### src/rtl/mod_7seg_scan.sv
// Binary-to-BCD display driver: double-dabble conversion, leading-zero
// blanking and time-multiplexed digit scan onto a shared 4-bit bus.
module mod_7seg_scan #(
    parameter int N_DIGITS  = 4,
    parameter int BIN_WIDTH = 14,
    parameter int SCAN_DIV  = 1000
) (
    input  logic                 i_clk,
    input  logic                 i_rst_n,
    input  logic [BIN_WIDTH-1:0] i_value,
    input  logic                 i_valid,
    output logic                 o_ready,
    output logic [3:0]           o_digit,
    output logic [N_DIGITS-1:0]  o_an,
    output logic                 o_overflow
);

    localparam int BCD_W = 4 * N_DIGITS;
    localparam int CNT_W = $clog2(BIN_WIDTH + 1);
    localparam int PRE_W = $clog2(SCAN_DIV);
    localparam int IDX_W = (N_DIGITS > 1) ? $clog2(N_DIGITS) : 1;

    function automatic logic [63:0] pow10(input int n);
        logic [63:0] r;
        r = 64'd1;
        for (int i = 0; i < n; i++) begin
            r = r * 64'd10;
        end
        return r;
    endfunction

    localparam logic [63:0] MAX_VAL = pow10(N_DIGITS) - 64'd1;
    // Blank on every position except digit 0, which shows "0".
    localparam logic [BCD_W-1:0] DISP_RST = ~(BCD_W'(4'hF));

    typedef enum logic [1:0] {
        S_IDLE,
        S_CONVERT,
        S_COMMIT
    } state_t;

    state_t               state_q;
    logic [BIN_WIDTH-1:0] value_q;
    logic [BIN_WIDTH-1:0] bin_q;
    logic [BCD_W-1:0]     bcd_q;
    logic [BCD_W-1:0]     bcd_adj;
    logic [BCD_W-1:0]     blanked;
    logic [BCD_W-1:0]     disp_q;
    logic [CNT_W-1:0]     cnt_q;
    logic                 cnt_last;
    logic                 too_big;

    logic [PRE_W-1:0]     pre_q;
    logic [IDX_W-1:0]     idx_q;
    logic [IDX_W-1:0]     idx_nxt;
    logic                 pre_wrap;
    logic                 idx_last;

    always_comb begin
        bcd_adj = bcd_q;
        for (int i = 0; i < N_DIGITS; i++) begin
            if (bcd_q[4*i +: 4] >= 4'd5) begin
                bcd_adj[4*i +: 4] = bcd_q[4*i +: 4] + 4'd3;
            end
        end
    end

    // Walk from the most significant nibble down, blanking until the
    // first non-zero digit is seen.
    always_comb begin
        logic seen;
        seen    = 1'b0;
        blanked = bcd_q;
        for (int i = N_DIGITS - 1; i >= 0; i--) begin
            if (bcd_q[4*i +: 4] != 4'd0) begin
                seen = 1'b1;
            end
            if (!seen && i != 0) begin
                blanked[4*i +: 4] = 4'hF;
            end
        end
    end

    assign cnt_last = (cnt_q == CNT_W'(BIN_WIDTH - 1));
    assign too_big  = (64'(value_q) > MAX_VAL);

    always_ff @(posedge i_clk or negedge i_rst_n) begin
        if (!i_rst_n) begin
            state_q    <= S_IDLE;
            o_ready    <= 1'b1;
            value_q    <= '0;
            bin_q      <= '0;
            bcd_q      <= '0;
            cnt_q      <= '0;
            disp_q     <= DISP_RST;
            o_overflow <= 1'b0;
        end else begin
            unique case (state_q)
                S_IDLE: begin
                    if (i_valid && o_ready) begin
                        value_q <= i_value;
                        bin_q   <= i_value;
                        bcd_q   <= '0;
                        cnt_q   <= '0;
                        o_ready <= 1'b0;
                        state_q <= S_CONVERT;
                    end
                end
                S_CONVERT: begin
                    bcd_q <= {bcd_adj[BCD_W-2:0], bin_q[BIN_WIDTH-1]};
                    bin_q <= bin_q << 1;
                    cnt_q <= cnt_q + CNT_W'(1);
                    if (cnt_last) begin
                        state_q <= S_COMMIT;
                    end
                end
                S_COMMIT: begin
                    if (too_big) begin
                        disp_q     <= '1;
                        o_overflow <= 1'b1;
                    end else begin
                        disp_q     <= blanked;
                        o_overflow <= 1'b0;
                    end
                    o_ready <= 1'b1;
                    state_q <= S_IDLE;
                end
                default: begin
                    o_ready <= 1'b1;
                    state_q <= S_IDLE;
                end
            endcase
        end
    end

    assign pre_wrap = (pre_q == PRE_W'(SCAN_DIV - 1));
    assign idx_last = (idx_q == IDX_W'(N_DIGITS - 1));

    always_comb begin
        idx_nxt = idx_q;
        if (pre_wrap) begin
            idx_nxt = idx_last ? '0 : idx_q + IDX_W'(1);
        end
    end

    // Enables and digit are loaded from the next index so both move
    // together on the prescaler wrap edge.
    always_ff @(posedge i_clk or negedge i_rst_n) begin
        if (!i_rst_n) begin
            pre_q   <= '0;
            idx_q   <= '0;
            o_an    <= ~(N_DIGITS'(1));
            o_digit <= 4'h0;
        end else begin
            pre_q   <= pre_wrap ? '0 : pre_q + PRE_W'(1);
            idx_q   <= idx_nxt;
            o_an    <= ~(N_DIGITS'(1) << idx_nxt);
            o_digit <= disp_q[{idx_nxt, 2'b00} +: 4];
        end
    end

endmodule
### config.mk
export PLATFORM = sky130hd
export DESIGN_NAME = mod_7seg_scan
export DESIGN_NICKNAME = d
export VERILOG_FILES = /design/src/rtl/mod_7seg_scan.sv
export SDC_FILE = /design/constraint.sdc
export NUM_CORES = 1
export LEC_CHECK = 0
export BUFFER_PORTS_ARGS = -buffer_cell sky130_fd_sc_hd__buf_4
export CORE_AREA = 2 2 85 87
export DETAILED_ROUTE_END_ITERATION = 8
export DIE_AREA = 0 0 87 89
export PLACE_DENSITY = 0.77
export SLEW_MARGIN = 20
export SYNTH_ARGS = -nofsm -noshare
export SYNTH_HDL_FRONTEND = slang
export SYNTH_SLANG_ARGS = --single-unit
export TNS_END_PERCENT = 10
### constraint.sdc
create_clock -name i_clk -period 2.8 [get_ports i_clk]
set_input_delay 0.14 -clock i_clk [delete_from_list [all_inputs] [get_ports i_clk]]
set_output_delay 0.14 -clock i_clk [all_outputs]
set_load 0.01 [all_outputs]
==> flow_metrics.env <==
export IMPL_status="finished clean"
export IMPL_slowest_delay_ns=0.54
export IMPL_synthToLayoutAreaGrowth_pct=15.4
export IMPL_die_height_um=89
export IMPL_hold_viol=0
export IMPL_synth_commonest_cells="77 x nand2_1, 68 x dfrtp_1, 42 x nand3_1"
export IMPL_vias_per_cell=5.81
export IMPL_htree_levels=3
export IMPL_clock_skew_ns=0.00767
export IMPL_yosys_register_bits=84
export IMPL_num_vias=3025
export IMPL_post_route_period_util=0.887
export IMPL_ys_warn_count=0
export IMPL_dp_hpwl_um=5100
export IMPL_grt_ovfl_total=0
export IMPL_p_leak_uw=0.00212
export IMPL_path_buf_inv=0
export IMPL_cts_made_buffers=9
export IMPL_path_delay_family="simple AND/OR/NAND/NOR gates"
export IMPL_cp_max_fo=10
export IMPL_drt_wl_total_um=7780
export IMPL_power_density_mw_per_mm2=911
export IMPL_critPathRequiredTime_ns=3.00
export IMPL_seq_area_frac_synth=0.534
export IMPL_clock_path_buffers=2
export IMPL_fin_crit_ns=2.48
export IMPL_gp_congestion=0.823
export IMPL_syn_avg_cell_area_um2=9.96
export IMPL_cts_tree="done"
export IMPL_insertion_delay_ns=0.35
export IMPL_fp_coreArea_mm2=0.00672
export IMPL_maxSlewViolCount=0
export IMPL_end_kind="register"
export IMPL_synth_top_area_cell="dfrtp_1"
export IMPL_hp_class="in -> reg"
export IMPL_path_clk_slew_ns=0.08
export IMPL_synth_cell_type_count=48
export IMPL_numPortBuffers=26
export IMPL_die_w_um=87
export IMPL_worstSetupPathType="reg -> reg"
export IMPL_grt_pass1_wl_um=13200
export IMPL_root_buffer="clkbuf_8"
export IMPL_netlist_instances=399
export IMPL_cts_sinks=84
export IMPL_ys_flop_type="dfrtp_1"
export IMPL_synth_area_top_cells="dfrtp_1 43%, dfstp_2 11%, nand2_1 7.3%"
export IMPL_ios=27
export IMPL_peakVddDrop_uv=663
export IMPL_synth_edf_count=0
export IMPL_insertedDiodeCount=0
export IMPL_grt_pass1_vias=2942
export IMPL_setup_viol=0
export IMPL_routedWlPerCell_um=14.9
export IMPL_first_pass_iters=4
export IMPL_antenna_found_initial=0
export IMPL_grtUsageTotal=0.217
export IMPL_power_total_uw=4180
export IMPL_cap_violations=0
export IMPL_start_util=0.591
export IMPL_setup_tns_ns=0
export IMPL_crit_path_cell_trace="ha_1 -> nand4b_2 -> nor3_2 -> mux2_2 -> a2111oi_0 -> a41oi_1"
export IMPL_tightest_slew_ns=0.986
export IMPL_synthArstFlopShare=1.00
export IMPL_rsz0062_at_grt="no"
export IMPL_synth_most_common_cell="nand2_1"
export IMPL_post_cts_resized=0
export IMPL_synth_net_count=430
export IMPL_die_area_mm2=0.00774
export IMPL_grt_start_max_net_pins=85
export IMPL_cp_start_kind="register"
export IMPL_antenna_left=0
export IMPL_synth_area_mm2=0.00397
export IMPL_drc=0
export IMPL_row_count=30
export IMPL_fillers=499
export IMPL_drt_iter0_markers=194
export IMPL_nets=467
export IMPL_slew_headroom=0.343
export IMPL_synth_top_cell_area_share=0.428
export IMPL_drive_gt1_frac=0.172
export IMPL_slowest_stage="nor3_2"
export IMPL_fmax_ghz=0.402
export IMPL_cp_arrival_ns=2.69
state kept, by name (all words and copies together), names as in the netlist:
register and flops:
disp_q 16, bin_q 14, o_overflow 1, o_ready 1, o_digit 4, value_q 10, bcd_q 16, idx_q 2
pre_q 10, state_q 2, cnt_q 4, o_an 4
cell families after synthesis:
logic type | synth area share
and+or+nand+nor | 0.225
adders and majority gates | 0.0441
muxes | 0.0170
AOI/OAI and AO/OA | 0.124
xor gates and xnor gates | 0.0243
DFF | 0.534
buffers and inverters | 0.0312
per-stage QoR:
stage	instance area (µm²)	hold WS [ns]	utilization	instances	setup slack (ns)
after global routing	4580	0.0284	0.682	521	0.169
after CTS	4580	0.00655	0.682	521	0.329
after global placement	4250	0.331	0.632	493	0.487
final	4580	0.0139	0.682	521	0.315
after detailed placement	4250	0.339	0.632	493	0.388
after floorplan	3970	-0.156	-	399	0.832
layout make-up:
type | count | area, µm² | area share
Timing Repair Buffer | 45 | 372 | 0.0811
Sequential cell | 84 | 2120 | 0.463
Inverter | 13 | 48.8 | 0.0106
Multi-Input combinational cell | 283 | 1730 | 0.377
Tap cell | 80 | 100 | 0.0218
Clock inverter | 6 | 87.6 | 0.0191
Clock buffer | 10 | 128 | 0.0278
metal layers:
metal / GRT usage / wire (µm)
met4: 0.0966 / 159
met2: 0.370 / 3880
met1: 0.278 / 3520
met5: 0 / 0
met3: 0.0323 / 229
power by group:
group / switching [µW] / internal, µW / total [µW]
clock network: 432 / 503 / 934
registers: 331 / 1660 / 1990
logic: 681 / 576 / 1260
worst register-to-register path: cells and delay by family, from the launching register on:
family | cells | cell delay [ns]
AND/OR/NAND/NOR | 2 | 0.74
flip-flops | 1 | 0.39
AO/OA/AOI/OAI | 2 | 0.56
multiplexers | 1 | 0.42
adder cells (fa/ha/maj) | 1 | 0.24
cells in the final DEF, fill, tap and decap left out, types with 5 or more instances in the layout:
master | Yosys | final
dfstp_2 | 16 | 16
nor3b_1 | 9 | 9
o22a_1 | 15 | 15
dlygate4sd3_1 | 0 | 12
clkbuf_8 | 0 | 9
and3_1 | 6 | 6
xnor2_1 | 6 | 6
dfrtp_1 | 68 | 68
a31oi_1 | 6 | 6
inv_1 | 12 | 12
ha_1 | 14 | 14
nor2_1 | 18 | 18
nand3_1 | 42 | 42
xor2_1 | 5 | 5
o21ai_0 | 23 | 23
nand2b_1 | 8 | 8
nand2_1 | 77 | 77
buf_4 | 0 | 32
a21oi_1 | 9 | 9
timing repair:
item | in CTS | in global routing
hold endpoints to repair | 15 | 0
setup buffers | 0 | 0
hold buffers | 12 | 0
path summary, 6_finish.rpt:
kind | slack (ns) | from | cells after the start | endpoint
setup / recovery | 0.32 | pre_q[0] | 6 | o_digit[0]
hold / removal | 0.01 | i_value[12] | 3 | value_q[12]
setup reg to reg | 0.32 | pre_q[0] | 6 | o_digit[0]
hold reg to reg | 0.48 | value_q[7] | 2 | value_q[7]
max in group asynchronous | 1.88 | i_rst_n | 2 | bin_q[4]
min in group asynchronous | 0.36 | i_rst_n | 2 | pre_q[8]
(Power assumes the default switching activity.)
